==> src/rtl/cargador_ventana_if.sv <==
// Bundle for the 5x5 window loader: request/ack side,
// memory read port and the captured window.
interface cargador_ventana_if #(
    parameter int WIDTH = 32
);
    logic                   start;
    logic [WIDTH-1:0]       base_addr;
    logic [WIDTH-1:0]       stride;
    logic                   pause;
    logic                   ack;
    logic                   mem_rd;
    logic [WIDTH-1:0]       mem_addr;
    logic [WIDTH-1:0]       mem_data;
    logic                   busy;
    logic                   valid;
    logic [24:0][WIDTH-1:0] d;

    modport slave (
        input  start, base_addr, stride, pause, ack, mem_data,
        output mem_rd, mem_addr, busy, valid, d
    );

    modport master (
        output start, base_addr, stride, pause, ack, mem_data,
        input  mem_rd, mem_addr, busy, valid, d
    );
endinterface

==> src/rtl/cargador_ventana.sv <==
// Loads a 5x5 pixel window from word memory, row-major,
// and holds it until the consumer acknowledges.
module cargador_ventana #(
    parameter int WIDTH = 32
) (
    input logic               clk,
    input logic               rst,
    cargador_ventana_if.slave bus
);
    localparam logic [1:0] S_IDLE  = 2'd0;
    localparam logic [1:0] S_FETCH = 2'd1;
    localparam logic [1:0] S_DRAIN = 2'd2;
    localparam logic [1:0] S_DONE  = 2'd3;

    localparam logic [4:0] LAST_IDX = 5'd24;
    localparam logic [2:0] LAST_COL = 3'd4;

    logic [1:0]             state_q, state_d;
    logic [WIDTH-1:0]       stride_q, stride_d;
    logic [WIDTH-1:0]       row_base_q, row_base_d;
    logic [WIDTH-1:0]       addr_q, addr_d;
    logic [2:0]             col_q, col_d;
    logic [4:0]             rd_idx_q, rd_idx_d;
    logic [4:0]             cap_idx_q, cap_idx_d;
    logic                   pend_q, pend_d;
    logic [24:0][WIDTH-1:0] win_q, win_d;
    logic                   rd;
    logic                   load;

    assign rd   = (state_q == S_FETCH) && !bus.pause;
    assign load = bus.start &&
                  ((state_q == S_IDLE) ||
                   ((state_q == S_DONE) && bus.ack));

    always_comb begin
        state_d    = state_q;
        stride_d   = stride_q;
        row_base_d = row_base_q;
        addr_d     = addr_q;
        col_d      = col_q;
        rd_idx_d   = rd_idx_q;
        win_d      = win_q;
        pend_d     = rd;
        cap_idx_d  = rd ? rd_idx_q : cap_idx_q;

        // data returns one cycle after its strobe, tagged by cap_idx_q
        if (pend_q) begin
            win_d[cap_idx_q] = bus.mem_data;
        end

        unique case (1'b1)
            load: begin
                state_d    = S_FETCH;
                stride_d   = bus.stride;
                row_base_d = bus.base_addr;
                addr_d     = bus.base_addr;
                col_d      = 3'd0;
                rd_idx_d   = 5'd0;
            end
            rd: begin
                rd_idx_d = rd_idx_q + 5'd1;
                if (rd_idx_q == LAST_IDX) begin
                    state_d = S_DRAIN;
                end else if (col_q == LAST_COL) begin
                    col_d      = 3'd0;
                    row_base_d = row_base_q + stride_q;
                    addr_d     = row_base_q + stride_q;
                end else begin
                    col_d  = col_q + 3'd1;
                    addr_d = addr_q + WIDTH'(1);
                end
            end
            (state_q == S_DRAIN): begin
                state_d = S_DONE;
            end
            ((state_q == S_DONE) && bus.ack && !bus.start): begin
                state_d = S_IDLE;
            end
            default: begin
            end
        endcase
    end

    always_ff @(posedge clk) begin
        if (rst) begin
            state_q    <= S_IDLE;
            stride_q   <= '0;
            row_base_q <= '0;
            addr_q     <= '0;
            col_q      <= '0;
            rd_idx_q   <= '0;
            cap_idx_q  <= '0;
            pend_q     <= 1'b0;
            win_q      <= '0;
        end else begin
            state_q    <= state_d;
            stride_q   <= stride_d;
            row_base_q <= row_base_d;
            addr_q     <= addr_d;
            col_q      <= col_d;
            rd_idx_q   <= rd_idx_d;
            cap_idx_q  <= cap_idx_d;
            pend_q     <= pend_d;
            win_q      <= win_d;
        end
    end

    assign bus.mem_rd   = rd;
    assign bus.mem_addr = addr_q;
    assign bus.busy     = (state_q == S_FETCH) || (state_q == S_DRAIN);
    assign bus.valid    = (state_q == S_DONE);
    assign bus.d        = win_q;
endmodule

==> src/flat_wrapper.sv <==
// flat-port wrapper written by rule: the top's interface ports become plain ports
module cargador_ventana_flat 
#(
    parameter int WIDTH = 32
)
  (clk, rst, bus_start, bus_base_addr, bus_stride, bus_pause, bus_ack, bus_mem_data, bus_mem_rd, bus_mem_addr, bus_busy, bus_valid, bus_d);
  cargador_ventana_if #(.WIDTH(WIDTH)) bus_i ();
  input logic clk;
  input logic rst;
  input wire logic [$bits(bus_i.start)-1:0] bus_start;
  input wire logic [$bits(bus_i.base_addr)-1:0] bus_base_addr;
  input wire logic [$bits(bus_i.stride)-1:0] bus_stride;
  input wire logic [$bits(bus_i.pause)-1:0] bus_pause;
  input wire logic [$bits(bus_i.ack)-1:0] bus_ack;
  input wire logic [$bits(bus_i.mem_data)-1:0] bus_mem_data;
  output wire logic [$bits(bus_i.mem_rd)-1:0] bus_mem_rd;
  output wire logic [$bits(bus_i.mem_addr)-1:0] bus_mem_addr;
  output wire logic [$bits(bus_i.busy)-1:0] bus_busy;
  output wire logic [$bits(bus_i.valid)-1:0] bus_valid;
  output wire logic [$bits(bus_i.d)-1:0] bus_d;
  assign bus_i.start = bus_start;
  assign bus_i.base_addr = bus_base_addr;
  assign bus_i.stride = bus_stride;
  assign bus_i.pause = bus_pause;
  assign bus_i.ack = bus_ack;
  assign bus_i.mem_data = bus_mem_data;
  assign bus_mem_rd = bus_i.mem_rd;
  assign bus_mem_addr = bus_i.mem_addr;
  assign bus_busy = bus_i.busy;
  assign bus_valid = bus_i.valid;
  assign bus_d = bus_i.d;
  cargador_ventana #(.WIDTH(WIDTH)) u_core (.clk(clk), .rst(rst), .bus(bus_i));
endmodule
==> config.mk <==
export PLATFORM = sky130hd
export DESIGN_NAME = cargador_ventana_flat
export DESIGN_NICKNAME = d
export VERILOG_FILES = /design/src/rtl/cargador_ventana_if.sv /design/src/rtl/cargador_ventana.sv /design/src/flat_wrapper.sv
export SDC_FILE = /design/constraint.sdc
export NUM_CORES = 2
export LEC_CHECK = 0
export CAP_MARGIN = 30
export CORE_AREA = 2 2 369 371
export DETAILED_ROUTE_END_ITERATION = 8
export DIE_AREA = 0 0 371 373
export PLACE_DENSITY = 0.47
export SYNTH_ARGS = -nofsm -noshare
export SYNTH_HDL_FRONTEND = slang
export SYNTH_SLANG_ARGS = --single-unit
==> constraint.sdc <==
create_clock -name clk -period 3.3 [get_ports clk]
set_input_delay 0.66 -clock clk [delete_from_list [all_inputs] [get_ports clk]]
set_output_delay 0.66 -clock clk [all_outputs]
set_load 0.05 [all_outputs]
* Word-level counts from Yosys, hierarchy flattened
Cells that the tools add are included. W data, S select, Z words.
Operators by class: equality and inequality tests 8, reduce and logical (&&, ||, !) cells 15, magnitude comparators 2, $add $sub $neg 4, muxes and demuxes 15
Operators with widths (number):
- $bwmux W800 | 1
- $demux W32 S5 | 1
- $mux W32 | 5
- $pmux W32 S2 | 2
- $add A32 B1 Y32 const B | 1
- $add A32 B32 Y32 | 1
- $pmux W5 S2 | 1
- $pmux W2 S4 | 1
- $lt A5 B6 Y1 const B | 1
- $mux W3 | 2
- $ne A2 B2 Y1 const B | 3
- $pmux W3 S2 | 1
- $add A5 B1 Y5 const B | 1
- $eq A5 B5 Y1 const B | 1
- $ge A5 B1 Y1 const B | 1
- $logic_and A1 B1 Y1 | 5
- $eq A2 B2 Y1 const B | 2
- $reduce_and A2 Y1 | 2
- $reduce_bool A4 Y1 | 1
- $add A3 B1 Y3 const B | 1
- $eq A3 B3 Y1 const B | 1
- $reduce_and A3 Y1 | 1
- $eq A2 B1 Y1 const B | 1
- $logic_not A1 Y1 | 2
- other kinds (4) | 5
Storage, ports and cells: input bits 101, output and inout bits 835, word-level logic and storage cells 77, flip-flop bits (word level) 912

* Logic depth before layout (Yosys ltp)
depth in word-level cells 6, mapped depth 12, depth with buffers taken out 11

* Least setup slack after synthesis
OpenSTA, ideal clock, no wires.
kind flip-flop to flip-flop, start point reg u_core.addr_q[0], in the netlist u_core.bus.mem_addr[0], end point reg u_core.addr_q[22], in the netlist u_core.bus.mem_addr[22], arrival 2686 ps, required time 3230 ps, cell stages (with the launch flop) 9, clock period less this slack 2756 ps, path slack 544 ps, cells stage by stage dfxtp_1 ha_1 nand4_2 or3_4 or2_1 buf_6 or3_4 a311o_1 a21oi_1
Between the ends: longest elaborated chain between the ends 4
Ends and longest elaborated chain:
- from (decl) | line cargador_ventana.sv:21 | logic [WIDTH-1:0] addr_q, addr_d;
- from (signal assigned) | line cargador_ventana.sv:99 | addr_q <= addr_d;
- $add A32 B1 Y32 | line cargador_ventana.sv:70 | addr_d = addr_q + WIDTH'(1);
- $mux W32 | line cargador_ventana.sv:64 | end else if (col_q == LAST_COL) begin
- $mux W32 | line cargador_ventana.sv:62 | if (rd_idx_q == LAST_IDX) begin
- $pmux W32 S2 | line cargador_ventana.sv:51 | unique case (1'b1)
Every way passes these cells. The select of a mux whose other input is x is not followed. A chain may end at the register's enable or synchronous reset.

* Worst setup path in the final report
start point reg u_core.row_base_q[0], end point reg u_core.addr_q[16], in the netlist u_core.bus.mem_addr[16]
Between the ends: longest elaborated chain between the ends 4
Ends and longest elaborated chain:
- from (decl) | line cargador_ventana.sv:20 | logic [WIDTH-1:0] row_base_q, row_base_d;
- from (signal assigned) | line cargador_ventana.sv:98 | row_base_q <= row_base_d;
- $add A32 B32 Y32 | line cargador_ventana.sv:67 | addr_d = row_base_q + stride_q;
- $mux W32 | line cargador_ventana.sv:64
- $mux W32 | line cargador_ventana.sv:62
- $pmux W32 S2 | line cargador_ventana.sv:51
Every way passes these cells. The select of a mux whose other input is x is not followed.

==> metrics.md <==
| Metric | Value |
|---|---|
| Num CTS Buffers | `105` |
| Tot Pwr | `28.90 mW` |
| Delay-heaviest family, CP | `compound AO/OA/AOI/OAI gates` |
| Setup CP Type | `register to register` |
| Arr. time, crit path | `3.63 ns` |
| Worst Path Max Fanout | `5` |
| Area share of the largest cell type after synthesis | `52.49%` |
| Worst hold margin | `0.2635 ns` |
| Root buf cell | `clkbuf_16` |
| GP Congestion | `0.8732` |
| Synth Flop Type | `dfxtp_1` |
| Path category of the worst min-delay check | `primary input to register` |
| Fin nets | `5509` |
| Initial antenna violation count | `7` |
| Cell count after synthesis | `4586` |
| Flops & latches, synth | `912` |
| Least-Margin Pin Slew | `1.085 ns` |
| Vias in the first global route | `32220` |
| Hold path start | `bus_mem_data[4]` |
| Yosys top cell by area | `dfxtp_1` |
| Cell Pwr Density | `582.3 mW/mm^2` |
| H-tree Lvls | `3` |
| Die X | `371 um` |
| DIE AREA | `0.1384 mm^2` |
| Count leader, synth | `nand2_1` |
| Clock transition at the registers of the reported paths | `0.06 ns` |
| Crit path capture type | `register` |
| Layout cells sized above 1 | `7.045%` |
| Commonest cells in the netlist | `nand2_1 (1767), a21oi_1 (912), dfxtp_1 (912), clkbuf_1 (366), nor2_1 (136)` |
| Skew-Pair Late Insertion Delay | `0.73 ns` |
| Crit path cell chain | `ha_1 -> fa_1 -> a211oi_2 -> nor4_1 -> nor2_1 -> nand2_1 -> a311o_1 -> a21oi_1 -> mux2i_1 -> o31ai_1` |
| FP Rows | `135` |
| Worst Path Required | `3.88 ns` |
| Top cells by area, synth | `dfxtp_1 (52%), nand2_1 (19%), a21oi_1 (13%)` |
| Synth warn | `0` |
| Initial drt markers | `2931` |
| Max cap viols | `0` |
| Post-synth EDFFs | `0` |
| HPWL Detailed | `124.1 mm` |
| PortBufs | `935` |
| Total grt overflow | `0` |
| Core Area | `0.1346 mm^2` |
| VDD IR-drop max | `0.4977 mV` |
| Final setup viols | `0` |
| Net count after synthesis | `4728` |
| Final hold violation count | `0` |
| Clock tree buffer depth | `3` |
| Antenna viol nets, final | `0` |
| Total number of vias | `34870` |
| DR pass1 iterations | `6` |
| Library cells used by synthesis | `72` |
| Register area share after synthesis | `52.49%` |
| Footprint of the multi-input gates | `0.01506 mm^2` |
| Synthesis-to-finish area growth | `42.68%` |
| Fillers | `14000` |
| Starting Density | `25.83%` |
| Fmax | `327.7 MHz` |
| Final Skew | `0.04269 ns` |
| Pin count of the biggest net entering global routing | `160` |
| Worst rel slew slack | `27.66%` |
| Vias per cell | `4.819` |
| Synth async-reset ratio | `0%` |
| Leakage Power | `16.44 nW` |
| Total track usage | `25.30%` |
| Num ports | `936` |
| CTS sink count | `912` |
| Post-Layout Cell Count | `7236` |
| Register area | `0.01826 mm^2` |
| Synthesized cell area | `0.03478 mm^2` |
| Final Max Tran Viols | `0` |
| Final Util | `36.86%` |
| DRC | `0` |
| DP Cell Count | `7040` |
| Crit path launch type | `register` |
| Avg Inst Size Synth | `7.584 um^2` |
| Fin crit period | `3.051 ns` |
| Slowest-stage cell, CP | `fa_1` |
| WP buf/inv | `0` |
| Die H | `373 um` |
| Placement Setup Slack | `0.1771 ns` |
| Final period util | `92.47%` |
| CTS tree | `built` |
| CP max stage delay | `0.44 ns` |
| Final wirelength | `182.2 mm` |
| Reg2reg start | `u_core.row_base_q[0]$_SDFFE_PP0P_` |
| CP Launch Point | `u_core.row_base_q[0]$_SDFFE_PP0P_` |
| Status | `finished, final reports clean` |
| Final critical-path setup slack | `0.2486 ns` |
| First-pass GRT wire length | `253.5 mm` |
| Drt wl/cell | `25.18 um` |
## layout by cell type, fill, tap and decap left out, types with 8 or more instances in the layout
| cell type | Yosys | final |
|---|---|---|
| xor2_1 | 16 | 16 |
| o21ai_0 | 62 | 62 |
| clkbuf_16 | 0 | 105 |
| nor2_4 | 0 | 9 |
| buf_12 | 0 | 23 |
| xnor2_1 | 11 | 11 |
| clkbuf_8 | 0 | 25 |
| and2_1 | 10 | 9 |
| nand3_1 | 44 | 41 |
| clkdlybuf4s50_1 | 0 | 901 |
| a21o_1 | 10 | 10 |
| buf_2 | 1 | 32 |
| nand2_1 | 1767 | 1764 |
| o211ai_1 | 10 | 10 |
| a31oi_1 | 15 | 15 |
| dfxtp_1 | 912 | 912 |
| nor4_1 | 8 | 8 |
| clkinv_2 | 0 | 16 |
| a211oi_1 | 17 | 16 |
| buf_4 | 0 | 118 |
| nor2_1 | 136 | 121 |
| a21oi_1 | 912 | 912 |
| nand2b_1 | 8 | 8 |
| ha_1 | 40 | 40 |
| clkbuf_1 | 366 | 29 |
| nand4_1 | 14 | 14 |
| nor3_1 | 41 | 33 |
| nor3_2 | 0 | 8 |
| inv_1 | 18 | 18 |
| o21a_1 | 10 | 10 |
## where the power goes
part           switching (mW)  internal, mW  total [mW]
logic                    3.55          1.68        5.23
clock network            5.03          6.70        11.7
registers               0.488          11.5        11.9
## worst paths after layout
check / to / slack [ns] / cells after the start
setup / recovery: u_core.bus.mem_addr[16]$_SDFFE_PP0P_ / 0.25 / 10
hold / removal: u_core.bus.d[68]$_SDFFE_PP0P_ / 0.26 / 3
setup reg to reg: u_core.bus.mem_addr[16]$_SDFFE_PP0P_ / 0.25 / 10
hold reg to reg: u_core.bus.d[412]$_SDFFE_PP0P_ / 0.45 / 2
## layout make-up
class / instances / share of cell area, %
Antenna cell: 4 / 0.02017
Clock buffer: 159 / 6.208
Clock inverter: 32 / 0.7665
Inverter: 19 / 0.1437
Multi-Input combinational cell: 3254 / 30.34
Sequential cell: 912 / 36.79
Tap cell: 1781 / 4.491
Timing Repair Buffer: 1075 / 21.24
## kinds of logic after synthesis
| kind of cell | share of synthesized area [%] |
|---|---|
| compound gates | 17.20 |
| buf+inv | 4.666 |
| xor+xnor | 0.6799 |
| mux | 0.08634 |
| fa+ha+maj | 1.497 |
| flops | 52.49 |
| simple gates | 23.38 |
## through the flow
step / cell area [um^2] / setup TNS (ns)
final: 49620 / 0
after global routing: 49620 / -0.01490
after CTS: 49600 / 0
after detailed placement: 46140 / 0
after global placement: 46080 / 0
after floorplan: 34780 / 0
## routing by layer
metal	global-route usage (%)	routed length [um]	vias to the layer above
li1	-	-	16620
met1	31.89	77280	16790
met2	41.85	85430	1239
met3	5.938	13210	218
met4	9.060	6281	0
met5	0	0	-
## flip-flops by register name, indices dropped and copies added, names as in the netlist
register / cells
u_core.rd_idx_q: 5
u_core.stride_q: 32
u_core.col_q: 3
u_core.cap_idx_q: 5
u_core.bus.mem_addr: 32
u_core.row_base_q: 32
u_core.pend_q: 1
u_core.bus.d: 800
u_core.state_q: 2
## repair_timing
| action | CTS | global route |
|---|---|---|
| setup endpoints to repair | 0 | 1 |
| gates resized for setup | 0 | 2 |
| setup buffers | 0 | 1 |
| hold buffers | 0 | 0 |
## tightest hold or removal path, delay by kind of cell
kind	cells	cell delay, ns
compound gates	1	0.05
buf+inv	1	0.14
simple gates	1	0.06
Power figures use the tool's default switching activity.
